===== config.mk =====
export PLATFORM = sky130hd
export DESIGN_NAME = apb_timeout_guard
export DESIGN_NICKNAME = d
export VERILOG_FILES = /design/src/rtl/apb_timeout_guard_pkg.sv /design/src/rtl/apb_timeout_guard.sv
export SDC_FILE = /design/constraint.sdc
export NUM_CORES = 1
export LEC_CHECK = 0
export ABC_AREA = 1
export BUFFER_PORTS_ARGS = -buffer_cell sky130_fd_sc_hd__buf_4
export CORE_UTILIZATION = 35
export DETAILED_ROUTE_END_ITERATION = 8
export PLACE_DENSITY_LB_ADDON = 0.12
export SLEW_MARGIN = 30
export SYNTH_ARGS = -nofsm -noshare
export SYNTH_HDL_FRONTEND = slang
export SYNTH_SLANG_ARGS = --single-unit

===== constraint.sdc =====
create_clock -name pclk_i -period 2.3 [get_ports pclk_i]
set_clock_uncertainty 0.15 [all_clocks]
set_input_delay 0.115 -clock pclk_i [delete_from_list [all_inputs] [get_ports pclk_i]]
set_output_delay 0.115 -clock pclk_i [all_outputs]
set_load 0.1 [all_outputs]

===== src/rtl/apb_timeout_guard_pkg.sv =====
// Shared types and helpers for the APB completer-side watchdog.
package apb_timeout_guard_pkg;

  typedef enum logic [1:0] {
    IDLE   = 2'd0,
    SETUP  = 2'd1,
    ACCESS = 2'd2,
    RESP   = 2'd3
  } state_e;

  // Watchdog counter width able to hold values up to timeout_cycles.
  function automatic int cnt_width(input int timeout_cycles);
    return $clog2(timeout_cycles + 1);
  endfunction

endpackage


===== src/rtl/apb_timeout_guard.sv =====
// APB watchdog: re-issues each upstream transfer downstream and aborts it with
// pslverr and ErrData when the peripheral fails to answer within TimeoutCycles.
module apb_timeout_guard
  import apb_timeout_guard_pkg::*;
#(
  parameter int AddrWidth     = 32,
  parameter int DataWidth     = 32,
  parameter int StrbWidth     = (DataWidth + 7) / 8,
  parameter int TimeoutCycles = 16,
  parameter logic [DataWidth-1:0] ErrData = DataWidth'(32'hDEAD_BEEF)
) (
  input  logic                 pclk_i,
  input  logic                 preset_i,
  input  logic                 slv_psel_i,
  input  logic                 slv_penable_i,
  input  logic                 slv_pwrite_i,
  input  logic [AddrWidth-1:0] slv_paddr_i,
  input  logic [DataWidth-1:0] slv_pwdata_i,
  input  logic [StrbWidth-1:0] slv_pstrb_i,
  output logic                 slv_pready_o,
  output logic [DataWidth-1:0] slv_prdata_o,
  output logic                 slv_pslverr_o,
  output logic                 mst_psel_o,
  output logic                 mst_penable_o,
  output logic                 mst_pwrite_o,
  output logic [AddrWidth-1:0] mst_paddr_o,
  output logic [DataWidth-1:0] mst_pwdata_o,
  output logic [StrbWidth-1:0] mst_pstrb_o,
  input  logic                 mst_pready_i,
  input  logic [DataWidth-1:0] mst_prdata_i,
  input  logic                 mst_pslverr_i,
  output logic                 timeout_o,
  output logic [15:0]          timeout_cnt_o
);

  localparam int CntWidth = cnt_width(TimeoutCycles);
  localparam logic [CntWidth-1:0] WdLast = CntWidth'(TimeoutCycles - 1);

  state_e                 state_q, state_d;
  logic [CntWidth-1:0]    wd_cnt_q, wd_cnt_d;
  logic                   pwrite_q, pwrite_d;
  logic [AddrWidth-1:0]   paddr_q, paddr_d;
  logic [DataWidth-1:0]   pwdata_q, pwdata_d;
  logic [StrbWidth-1:0]   pstrb_q, pstrb_d;
  logic [DataWidth-1:0]   rdata_q, rdata_d;
  logic                   rerr_q, rerr_d;
  logic                   timeout_q, timeout_d;
  logic [15:0]            tcnt_q, tcnt_d;

  // Upstream penable is deliberately not checked; the guard keys only on psel.
  logic unused_penable;
  assign unused_penable = slv_penable_i;

  always_comb begin
    state_d   = state_q;
    wd_cnt_d  = wd_cnt_q;
    pwrite_d  = pwrite_q;
    paddr_d   = paddr_q;
    pwdata_d  = pwdata_q;
    pstrb_d   = pstrb_q;
    rdata_d   = rdata_q;
    rerr_d    = rerr_q;
    timeout_d = 1'b0;
    tcnt_d    = tcnt_q;
    case (state_q)
      IDLE: begin
        if (slv_psel_i) begin
          pwrite_d = slv_pwrite_i;
          paddr_d  = slv_paddr_i;
          pwdata_d = slv_pwdata_i;
          pstrb_d  = slv_pstrb_i;
          wd_cnt_d = '0;
          state_d  = SETUP;
        end
      end
      SETUP: state_d = ACCESS;
      ACCESS: begin
        wd_cnt_d = wd_cnt_q + CntWidth'(1);
        // A pready arriving on the last allowed cycle still wins over the abort.
        if (mst_pready_i) begin
          rdata_d = mst_prdata_i;
          rerr_d  = mst_pslverr_i;
          state_d = RESP;
        end else if (wd_cnt_q == WdLast) begin
          rdata_d   = ErrData;
          rerr_d    = 1'b1;
          timeout_d = 1'b1;
          tcnt_d    = (tcnt_q == 16'hFFFF) ? tcnt_q : tcnt_q + 16'd1;
          state_d   = RESP;
        end
      end
      RESP:    state_d = IDLE;
      default: state_d = IDLE;
    endcase
  end

  always_ff @(posedge pclk_i) begin
    if (preset_i) begin
      state_q   <= IDLE;
      wd_cnt_q  <= '0;
      pwrite_q  <= 1'b0;
      paddr_q   <= '0;
      pwdata_q  <= '0;
      pstrb_q   <= '0;
      rdata_q   <= '0;
      rerr_q    <= 1'b0;
      timeout_q <= 1'b0;
      tcnt_q    <= 16'd0;
    end else begin
      state_q   <= state_d;
      wd_cnt_q  <= wd_cnt_d;
      pwrite_q  <= pwrite_d;
      paddr_q   <= paddr_d;
      pwdata_q  <= pwdata_d;
      pstrb_q   <= pstrb_d;
      rdata_q   <= rdata_d;
      rerr_q    <= rerr_d;
      timeout_q <= timeout_d;
      tcnt_q    <= tcnt_d;
    end
  end

  assign mst_psel_o    = (state_q == SETUP) || (state_q == ACCESS);
  assign mst_penable_o = (state_q == ACCESS);
  assign mst_pwrite_o  = pwrite_q;
  assign mst_paddr_o   = paddr_q;
  assign mst_pwdata_o  = pwdata_q;
  assign mst_pstrb_o   = pstrb_q;
  assign slv_pready_o  = (state_q == RESP);
  assign slv_prdata_o  = (state_q == RESP) ? rdata_q : '0;
  assign slv_pslverr_o = (state_q == RESP) ? rerr_q : 1'b0;
  assign timeout_o     = timeout_q;
  assign timeout_cnt_o = tcnt_q;

endmodule

=== Word level (Yosys, flattened, before mapping) ===
Index checks and enable logic that the tools add are counted.

* Latch bits: 0
* Input bits: 107
* Logic and storage cells: 45
* Memories kept: 0
* Output and inout port bits: 122
* Register bits after elaboration: 126
* Memory bits (read-only): 0
* Memory bits (writable): 0

* Div/mod/pow operators: 0
* Equality and inequality tests: 7
* Multiplexer cells: 13
* Reductions and logical operators: 10
* Bitwise operators: 3
* Shift operators: 0
* Multipliers: 0
* Order comparisons: 0
* Add/sub/neg operators: 2

{| class="wikitable"
|+ Operators by type and width
! cell !! number
|-
| $mux W32 || 3
|-
| $add A16 B1 Y16 const B || 1
|-
| $eq A16 B16 Y1 const B || 1
|-
| $pmux W5 S2 || 1
|-
| $pmux W2 S4 || 1
|-
| $reduce_and A2 Y1 || 4
|-
| $mux W2 || 3
|-
| $add A5 B1 Y5 const B || 1
|-
| $eq A5 B4 Y1 const B || 1
|-
| $mux W5 || 1
|-
| $eq A2 B2 Y1 const B || 2
|-
| $mux W1 || 4
|-
| $reduce_and A4 Y1 || 1
|-
| $reduce_bool A2 Y1 || 2
|-
| $ne A3 B1 Y1 const B || 1
|-
| $not A1 Y1 || 3
|-
| $reduce_or A3 Y1 || 1
|-
| $eq A2 B1 Y1 const B || 1
|-
| $logic_not A2 Y1 || 1
|-
| $ne A2 B2 Y1 const B || 1
|-
| $logic_or A1 B1 Y1 || 1
|}

=== Logic depth before layout (Yosys ltp) ===
Gate-level depths: netlist (run 1).

* Depth in word-level cells: 4
* Mapped depth: 12
* Depth with buffers taken out: 11

=== Worst setup path before layout (run 1) ===
OpenSTA, ideal clock, no wires.

* Path type: reg2out
* Start point: register state_q[1]
* End point: output port slv_prdata_o[10]
* Cell stages (with the launch flop): 6
* Setup slack: -0.304 ns
* Required time: 2.035 ns
* Path buffers: 2
* Arrival time: 2.339 ns
* Cells stage by stage: dfxtp_1 > ha_1 > clkbuf_1 > clkbuf_1 > nand2_1 > inv_1

* Word-level cells in the longest chain between the ends: 2

{| class="wikitable"
|+ Ends and longest elaborated chain
! element !! RTL line !! RTL
|-
| start, declared || apb_timeout_guard.sv:39 || <nowiki>state_e state_q, state_d;</nowiki>
|-
| start signal, assigned || apb_timeout_guard.sv:110 || <nowiki>state_q <= state_d;</nowiki>
|-
| $eq A2 B2 Y1 || - ||
|-
| via slv_pready_o || apb_timeout_guard.sv:20 || <nowiki>output logic slv_pready_o,</nowiki>
|-
| $mux W32 || apb_timeout_guard.sv:130 || <nowiki>assign slv_prdata_o = (state_q == RESP) ? rdata_q : '0;</nowiki>
|-
| end, declared || apb_timeout_guard.sv:21 || <nowiki>output logic [DataWidth-1:0] slv_prdata_o,</nowiki>
|}

The timed path passes the listed nets, and every way through them passes these cells.

=== Worst setup path in the final report (run 1) ===
* Start point: register state_q[1]
* End point: output port slv_prdata_o[18]

* Word-level cells in the longest chain between the ends: 2

{| class="wikitable"
|+ Ends and longest elaborated chain
! element !! RTL line
|-
| $eq A2 B2 Y1 || apb_timeout_guard.sv:130
|-
| $mux W32 || apb_timeout_guard.sv:130
|}

No other way between the ends.

==> impl_results.md, run 1 <==
- Outcome: finished, final reports clean
- Sw Pwr: 0.00499 W
- Largest net degree at the start of global routing: 70
- DIE HEIGHT: about 120 um
- Post-route ant nets: 0
- Final WS setup: 238 ps
- Grt total ovfl: 0
- Post-Syn Area: between 4000 and 5000 um2
- Nets: 1089
- Commonest non-fill, non-tap cell in the layout: buf_4
- Final Hold Fails: 0
- CP Capture Type: output port
- Vias in the first global route: 5408
- Synth top area cells: dfxtp_1, nor2_1, o21ai_0
- Net count after synthesis: roughly 760
- Crit share post-route: 89.7%
- Die Area: approximately 15000 um2
- Actual slew at the worst max-slew pin: between 400 and 500 ps
- Mapped Cells: approximately 650
- P&R area growth vs syn: 73.5%
- Sum Neg Setup Slack: 0 ps
- GRT Util Overall: roughly 22%
- R2r setup slk: approximately 240 ps
- Worst slack, placed: between 100 and 150 ps
- Crit-path cells: ha_2, buf_4, nand2_1, clkinvlp_4, buf_4
- H-tree level count: 4
- Setup Viol. Count Final: 0
- Maximum fanout along the worst path: 10
- Root Buffer: clkbuf_16
- N_diodes: 0
- FF+latch count, synth: 126
- Post-Syn Area per Cell: roughly 7.6 um2
- First-pass GRT wire length: 25.4 mm
- CTS tree: yes
- Clk buf depth: 2
- Initial Util: a little over a third
- Max stage delay cell, worst path: dfxtp_1
- Clock latency at the later pin of the worst-skew pair: ~410 ps
- FILL cells: 1192
- Int Power: 0.00550 W
- Most frequent cells in the layout: buf_4, nor2_1, dfxtp_1
- CP Class: reg -> out
- Max-Cap Viols: 0
- # rows: 43
- Synth warn: 0
- CTS sink count: around 130
- Comb pwr share: approximately 47%
- Largest area contributor in the netlist: dfxtp_1
- Detailed placement HPWL: around 10 mm
- CP required: between 2000 and 2500 ps
- Clk pin slew, worst setup/hold paths: ~50 ps
- Sequential power share: approximately 28%
- Peak supply drop: 0.980 mV
- # DRC: 0
- Most used cell, CP: buf_4
- Vias per inst: between 4 and 5
- Post-synthesis cell type count: 24
- WL per Instance: around 14 um
- Sequential share of the synthesized area: 50.8%
- Routed vias: 5527
- Initial drt markers: 241
- RSZ-0062 raised after global routing: no
- Worst hold path class: reg -> reg
- F_max: 485 MHz
- CTS Buf Count: 17
- Crit path time final: 2060 ps
- Final Max Tran Viols: 0
- Gpl congestion: around 0.79
- Top-level I/O count: between 200 and 250
- Crit-path max cell delay: approximately 370 ps
- Sw Ratio: between 40% and 50%
- Die width: between 100 and 150 um
- Layout cells sized above 1: between 30% and 40%
- Startpoint Class: flip-flop
- Max transition margin: 70.6%
- Leakage: ~3.8 nW
- Core Area: around 14000 um2
- P per Cell Area: about 1200 nW/um2
- Yosys top cell area share: approximately 51%
- Overall Power: 0.0105 W
- Final Non-Filler Cells: between 1k and 1.5k
- WP data arrival: around 1800 ps
- Total Wirelength: roughly 16 mm
- Antenna violations before repair: 0
- PortBufs: roughly 230
- Dpl cells: ~1.0k
- Clk pwr share: approximately a quarter
- First-pass iteration count of the detailed router: 5
[state kept, by name (all words and copies together) (netlist names)]
signal	count
mst_paddr_o	32
mst_pstrb_o	4
mst_pwdata_o	32
mst_pwrite_o	1
rdata_q	32
rerr_q	1
state_q	2
timeout_cnt_o	16
timeout_o	1
wd_cnt_q	5
[cells in the mapped netlist]
cell / n
a211oi_1: 1
a21oi_1: 29
and3_1: 2
buf_2: 5
buf_4: 1
buf_6: 1
clkbuf_1: 30
dfxtp_1: 126
ha_1: 6
inv_1: 54
inv_2: 3
nand2_1: 94
nand2_2: 4
nand3_1: 21
nand4_1: 2
nor2_1: 162
nor2_2: 4
nor2_4: 1
nor3_1: 5
o21ai_0: 72
o21ai_1: 1
o221a_2: 25
o31ai_1: 1
xor2_1: 1
[worst max-delay path, delay by kind of cell, from the launching register on]
kind,cells,cell delay [ps]
buf+inv,3,570
fa+ha+maj,1,350
flops,1,370
simple gates,1,100
[layout make-up]
type	instances	area [um2]	share of cell area, %
Sequential cell	126	2520	29.3
Multi-Input combinational cell	431	2080	24.2
Timing Repair Buffer	343	2880	33.4
Clock buffer	24	492	5.71
Clock inverter	7	85.1	0.988
Inverter	57	323	3.75
Tap cell	180	225	2.62
[cell families after synthesis]
kind of cell	count (synthesis)	synth area share [%]
XOR/XNOR	1	0.177
adder cells (fa/ha/maj)	6	1.51
AO/OA/AOI/OAI	129	16.3
buffers and inverters	94	7.47
flip-flops	126	50.8
AND/OR/NAND/NOR	295	23.7
[through the flow]
stage | util (%) | area (um2) | hold slack (ps)
5_1_grt | 62.3 | 8610 | 337
3_5_place_dp | 50.4 | 6970 | 176
4_1_cts | 62.2 | 8600 | 317
2_1_floorplan | - | 5080 | 44.3
6_report | 62.3 | 8610 | 315
3_3_place_gp | 50.4 | 6970 | 172
[power by group through the flow]
stage | clock network (W) | logic (W) | registers (W)
floorplan | 0 | 0.00125 | 0.00540
global placement | 0 | 0.00473 | 0.00294
detailed placement | 0 | 0.00478 | 0.00296
CTS | 0.00267 | 0.00493 | 0.00292
global route | 0.00278 | 0.00517 | 0.00299
finish | 0.00262 | 0.00493 | 0.00293
[path summary, 6_finish.rpt]
check,start,endpoint,cells after the start
worst max-delay path,state_q[1]$_SDFFE_PP0P_,slv_prdata_o[18],5
worst min-delay path,rdata_q[4]$_SDFFE_PP0P_,rdata_q[4]$_SDFFE_PP0P_,2
worst min register to register,rdata_q[4]$_SDFFE_PP0P_,rdata_q[4]$_SDFFE_PP0P_,2
worst max register to register,wd_cnt_q[0]$_SDFFE_PP0P_,timeout_cnt_o[9]$_SDFFE_PP0P_,11
[metal layers]
metal | vias up | GRT usage [%] | wire (um)
li1 | 2753 | - | -
met1 | 2572 | 24.1 | 6360
met2 | 176 | 38.2 | 8060
met3 | 26 | 7.05 | 1150
met4 | 0 | 10.0 | 368
met5 | - | 0 | 0
[repair_timing]
action | CTS | global route
setup buffers | 0 | 0
hold endpoints to repair | 113 | 0
hold buffers | 106 | 0
gates resized for setup | 0 | 1
endpoints found under the setup margin | 0 | 13
(Power assumes the default switching activity.)
==> run 2: changes to the inputs <==
RECOVER_POWER = 100   (was not set)
==> impl_results.md, run 2 (same netlist as run 1, synthesis figures left out) <==
- Outcome: finished, final reports clean (unchanged)
- Reg2reg start: wd_cnt_q[0]$_SDFFE_PP0P_ (unchanged)
- Crit-path max cell delay: 370 ps (about the same)
- Post-route ant nets: 0 (unchanged)
- Peak supply drop: 0.932 mV (was 0.980 mV)
- Worst hold slack: 316 ps (was 315 ps)
- Routed vias: 5529 (was 5527)
- CTS tree: yes (unchanged)
- Commonest non-fill, non-tap cell in the layout: nor2_1 (was buf_4)
- Most frequent cells in the layout: nor2_1, dfxtp_1, buf_4 (was buf_4, nor2_1, dfxtp_1)
- Hold Path Origin: rdata_q[14]$_SDFFE_PP0P_ (was rdata_q[4]$_SDFFE_PP0P_)
- CTS Buf Count: 17 (unchanged)
- CP required: 2040 ps (about the same)
- Startpoint Class: flip-flop (unchanged)
- Actual slew at the worst max-slew pin: 1240 ps (was 438 ps)
- PortBufs: 227 (unchanged)
- Max-Cap Viols: 0 (unchanged)
- # DRC: 0 (unchanged)
- Crit share post-route: 91.5% (was 89.7%)
- Critical Path Start: state_q[1]$_SDFFE_PP0P_ (unchanged)
- Nets: 1089 (unchanged)
- Antenna violations before repair: 0 (unchanged)
- Die width: 121 um (unchanged)
- Detailed placement HPWL: 9.82 mm (unchanged)
- Worst hold path class: reg -> reg (unchanged)
- RSZ-0062 raised after global routing: no (unchanged)
- Clk buf depth: 2 (unchanged)
- Crit path time final: 2110 ps (was 2060 ps)
- Top-level I/O count: 229 (unchanged)
- P per Cell Area: 1230 nW/um2 (was 1220 nW/um2)
- WL per Instance: 13.6 um (was 13.7 um)
- Comb pwr share: 45.4% (was 47.1%)
- Setup Viol. Count Final: 0 (unchanged)
- N_diodes: 0 (unchanged)
- Sw Pwr: 0.00497 W (was 0.00499 W)
- Core Area: 13800 um2 (unchanged)
- Clk pin slew, worst setup/hold paths: 50 ps (about the same)
- WP data arrival: 1840 ps (was 1800 ps)
- Die Area: 14700 um2 (unchanged)
- GRT Util Overall: 21.9% (unchanged)
- Crit path max-delay family: buffers and inverters (unchanged)
- # rows: 43 (unchanged)
- Levels on crit path: 5 (unchanged)
- Max stage delay cell, worst path: dfxtp_1 (unchanged)
- F_max: 475 MHz (was 485 MHz)
- Clk pwr share: 25.8% (was 25.0%)
- Worst-case reg-to-reg path depth: 11 (unchanged)
- Leakage: 3.45 nW (was 3.79 nW)
- Placement Cell Area: 6970 um2 (unchanged)
- Initial drt markers: 226 (was 241)
- Largest net degree at the start of global routing: 70 (unchanged)
- Final Cell Area: 8260 um2 (was 8610 um2)
- Gpl congestion: 0.789 (unchanged)
- Hold depth: 2 (unchanged)
- Post-CTS setup repair buffer count: 0 (unchanged)
- Final Max Tran Viols: 0 (unchanged)
- Total Wirelength: 15.9 mm (about the same)
- Vias in the first global route: 5408 (unchanged)
- Sequential power share: 28.8% (was 28.0%)
- Int Power: 0.00517 W (was 0.00550 W)
- WP buf/inv: 3 (unchanged)
- Grt total ovfl: 0 (unchanged)
- H-tree level count: 4 (unchanged)
- Crit-path cells: ha_2, buf_4, nand2_1, clkinvlp_4, clkbuf_4 (was ha_2, buf_4, nand2_1, clkinvlp_4, buf_4)
- P&R area growth vs syn: 66.6% (was 73.5%)
- Sw Ratio: 49.0% (was 47.6%)
- Root Buffer: clkbuf_16 (unchanged)
- Max transition margin: 17.9% (was 70.6%)
- Layout cells sized above 1: 26.4% (was 34.0%)
- Layout Utilization: 59.8% (was 62.3%)
- Initial Util: 35.9% (unchanged)
- Clock latency at the later pin of the worst-skew pair: 410 ps (about the same)
- DIE HEIGHT: 121 um (unchanged)
- Maximum fanout along the worst path: 10 (unchanged)
- Vias per inst: 4.73 (about the same)
- First-pass iteration count of the detailed router: 4 (was 5)
- CP Class: reg -> out (unchanged)
- CP Capture Type: output port (unchanged)
- CTS sink count: 126 (unchanged)
- First-pass GRT wire length: 25.4 mm (unchanged)
- Overall Power: 0.0101 W (was 0.0105 W)
- Final Hold Fails: 0 (unchanged)
-- run 2: cell count changes in the layout (fill, tap and decap cells not counted) --
cell,previous run,this run
buf_1,0,1
buf_12,3,2
buf_4,234,112
buf_6,0,1
clkbuf_1,3,76
clkbuf_2,0,22
clkbuf_4,0,26
nand2_1,93,94
nand2_2,4,3
-- run 2: per-stage QoR --
step	setup WS (ps)	TNS, ps	cells
floorplan	-19.6	-19.6	651
global route	25.6	0	1168
detailed placement	108	0	1031
global placement	228	0	1031
CTS	85.1	0	1168
finish	195	0	1168
-- run 2: worst reg2reg max path, delay by kind of cell (launching register included) --
| kind | cells | cell delay, ps |
|---|---|---|
| DFF | 1 | 370 |
| adders and majority gates | 2 | 390 |
| buffers and inverters | 1 | 60 |
| and+or+nand+nor | 8 | 980 |
-- run 2: worst paths after layout --
path / endpoint / slack [ps]
worst max register to register: timeout_cnt_o[9]$_SDFFE_PP0P_ / 250
worst max-delay path: slv_prdata_o[18] / 190
worst min register to register: rdata_q[14]$_SDFFE_PP0P_ / 320
worst min-delay path: rdata_q[14]$_SDFFE_PP0P_ / 320
-- run 2: power by group through the flow --
stage / Sequential (W) / Clock, W / Combinational, W
2_1_floorplan: 0.00540 / 0 / 0.00125
3_3_place_gp: 0.00294 / 0 / 0.00473
3_5_place_dp: 0.00296 / 0 / 0.00478
4_1_cts: 0.00292 / 0.00267 / 0.00493
5_1_grt: 0.00298 / 0.00278 / 0.00484
6_report: 0.00292 / 0.00262 / 0.00460
-- run 2: what timing repair did --
item                                   in CTS  in global routing
hold buffers                              106                  0
gates resized for setup                     0                  1
setup endpoints to repair                   0                 13
endpoints found under the hold margin     113                  0
-- run 2: final cells by class --
type | count | area, um2
Clock buffer | 24 | 492
Clock inverter | 7 | 85.1
Fill cell | 1277 | 5560
Inverter | 57 | 323
Multi-Input combinational cell | 431 | 2080
Sequential cell | 126 | 2520
Tap cell | 180 | 225
Timing Repair Buffer | 343 | 2540
-- run 2: routing by layer --
metal | GRT usage [%] | vias to the layer above | part of all wire [%] | routed length [um]
met5 | 0 | - | 0 | 0
met4 | 10.0 | 0 | 2.1 | 333
met3 | 7.05 | 24 | 7.2 | 1140
met2 | 38.2 | 184 | 51 | 8030
met1 | 24.1 | 2566 | 40 | 6370
li1 | - | 2755 | - | -
==> run 3: changes to the inputs <==
BUFFER_PORTS_ARGS = -buffer_cell sky130_fd_sc_hd__buf_2   (was -buffer_cell sky130_fd_sc_hd__buf_4)
==> impl_results.md, run 3 (same netlist as run 1, synthesis figures left out) <==
- Outcome: finished, final reports clean (unchanged)
- H-tree level count: 4 (unchanged)
- Dpl cells: 1030 (was 1031)
- Vias in the first global route: 4989 (was 5408)
- Initial Util: 35.9% (unchanged)
- CP Class: reg -> out (unchanged)
- Layout cells sized above 1: 25.4% (was 26.4%)
- Worst-case reg-to-reg path depth: 11 (unchanged)
- Critical Path Start: state_q[1]$_SDFFE_PP0P_ (unchanged)
- Crit-path cells: ha_2, buf_4, nand2_1, clkinvlp_4, clkbuf_4 (unchanged)
- Layout Utilization: 57.4% (was 59.8%)
- Reg2reg end: timeout_cnt_o[2]$_SDFFE_PP0P_ (was timeout_cnt_o[9]$_SDFFE_PP0P_)
- Reg2reg start: wd_cnt_q[0]$_SDFFE_PP0P_ (unchanged)
- Area of the multi-input gates: 2090 um2 (was 2080 um2)
- Initial drt markers: 291 (was 226)
- Max-Cap Viols: 0 (unchanged)
- Commonest non-fill, non-tap cell in the layout: nor2_1 (unchanged)
- R2r setup slk: 250 ps (about the same)
- Final Hold Fails: 0 (unchanged)
- WL per Instance: 12.5 um (was 13.6 um)
- RSZ-0062 raised after global routing: no (unchanged)
- Largest net degree at the start of global routing: 110 (was 70)
- Routed vias: 5415 (was 5529)
- Clk buf depth: 2 (unchanged)
- Worst hold path class: reg -> reg (unchanged)
- Vias per inst: 4.64 (was 4.73)
- WP data arrival: 1920 ps (was 1840 ps)
- Clock latency at the later pin of the worst-skew pair: 400 ps (was 410 ps)
- Overall Power: 0.00990 W (was 0.0101 W)
- Placement Cell Area: 6390 um2 (was 6970 um2)
- Crit path capture: slv_prdata_o[4] (was slv_prdata_o[18])
- Post-route ant nets: 0 (unchanged)
- DIE HEIGHT: 121 um (unchanged)
- Top-level I/O count: 229 (unchanged)
- CTS sink count: 126 (unchanged)
- Final Max Tran Viols: 0 (unchanged)
- PortBufs: 227 (unchanged)
- P&R area growth vs syn: 60.1% (was 66.6%)
- Die Area: 14700 um2 (unchanged)
- Clk pin slew, worst setup/hold paths: 50 ps (about the same)
- CP Capture Type: output port (unchanged)
- Gpl congestion: 0.782 (was 0.789)
- Crit share post-route: 95.1% (was 91.5%)
- Total Wirelength: 14.6 mm (was 15.9 mm)
- Max transition margin: 17.9% (about the same)
- CTS tree: yes (unchanged)
- Most frequent cells in the layout: nor2_1, dfxtp_1, dlygate4sd3_1 (was nor2_1, dfxtp_1, buf_4)
- GRT Util Overall: 20.0% (was 21.9%)
- Max stage delay cell, worst path: ha_2 (was dfxtp_1)
- Final Non-Filler Cells: 1167 (was 1168)
- # DRC: 0 (unchanged)
- First-pass iteration count of the detailed router: 4 (unchanged)
- Detailed placement HPWL: 9.07 mm (was 9.82 mm)
- Setup Viol. Count Final: 0 (unchanged)
- P per Cell Area: 1250 nW/um2 (was 1230 nW/um2)
- Nets: 1088 (was 1089)
- Register area: 2520 um2 (unchanged)
- FILL cells: 1290 (was 1277)
- First-pass GRT wire length: 23.1 mm (was 25.4 mm)
- N_diodes: 0 (unchanged)
- # rows: 43 (unchanged)
- Final Cell Area: 7940 um2 (was 8260 um2)
- Root Buffer: clkbuf_16 (unchanged)
- F_max: 457 MHz (was 475 MHz)
- Leakage: 3.29 nW (was 3.45 nW)
- Maximum fanout along the worst path: 18 (was 10)
- CTS Buf Count: 17 (unchanged)
- Peak supply drop: 1.04 mV (was 0.932 mV)
- Grt total ovfl: 0 (unchanged)
- Die width: 121 um (unchanged)
- CP required: 2040 ps (about the same)
- Crit-path max cell delay: 430 ps (was 370 ps)
- Antenna violations before repair: 0 (unchanged)
- Startpoint Class: flip-flop (unchanged)
- Core Area: 13800 um2 (unchanged)
- Actual slew at the worst max-slew pin: 1240 ps (about the same)
- Crit path time final: 2190 ps (was 2110 ps)
## run 3: changes by cell type in the layout (fill, tap and decap cells not counted), sizes merged
| cell | previous run | this run |
|---|---|---|
| clkbuf | 145 | 133 |
| buf | 116 | 123 |
| clkinvlp | 29 | 33 |
| clkinv | 5 | 7 |
| bufinv | 2 | 1 |
| inv | 28 | 27 |
## run 3: worst min-delay path by stage
stage,start,to,slack [ps],cells after the start
after global routing,rdata_q[8]$_SDFFE_PP0P_,rdata_q[8]$_SDFFE_PP0P_,340,2
after CTS,rdata_q[22]$_SDFFE_PP0P_,rdata_q[22]$_SDFFE_PP0P_,320,2
final,rdata_q[24]$_SDFFE_PP0P_,rdata_q[24]$_SDFFE_PP0P_,320,2
after floorplan,mst_pready_i,timeout_o$_SDFF_PP0_,40,1
after detailed placement,mst_pready_i,timeout_o$_SDFF_PP0_,210,2
after global placement,mst_pready_i,timeout_o$_SDFF_PP0_,200,2
## run 3: per-layer routing
layer  GRT usage [%]  up-vias  part of all wire (%)
met1            22.9     2451                    41
met4            9.80        0                   2.2
met3            6.30       23                   7.3
met2            33.5      194                    49
met5               0        -                     0
li1                -     2747                     -
## run 3: layout make-up
cell class	instances	share of cell area [%]
clock inverters	11	1.18
multi-input cells	431	26.3
repair buffers	342	28.0
flip-flops and latches	126	31.8
clock buffers	20	5.75
inverters	57	4.06
well taps	180	2.84
## run 3: critical path: cells and delay by family (launching register included)
kind	cells	cell delay (ps)
AND/OR/NAND/NOR	1	100
flip-flops	1	360
buffers and inverters	3	620
adder cells (fa/ha/maj)	1	430
## run 3: metrics by stage
step	hold WS (ps)	setup TNS [ps]	worst slack [ps]
4_1_cts	317	0	47.9
3_5_place_dp	209	0	122
6_report	316	0	112
3_3_place_gp	201	0	191
2_1_floorplan	44.3	-19.6	-19.6
5_1_grt	340	0	17.7
## run 3: report_power, final
| part | internal [W] | leakage [nW] | switching [W] |
|---|---|---|---|
| Combinational | 0.000764 | 2.00 | 0.00374 |
| Clock | 0.00153 | 0.263 | 0.000950 |
| Sequential | 0.00266 | 1.03 | 0.000250 |
## run 3: timing repair
| action | CTS | global route |
|---|---|---|
| resized for setup | 16 | 5 |
| endpoints found under the setup margin | 16 | 15 |
| setup buffers | 0 | 0 |
| endpoints found under the hold margin | 113 | 0 |
| hold buffers | 106 | 0 |
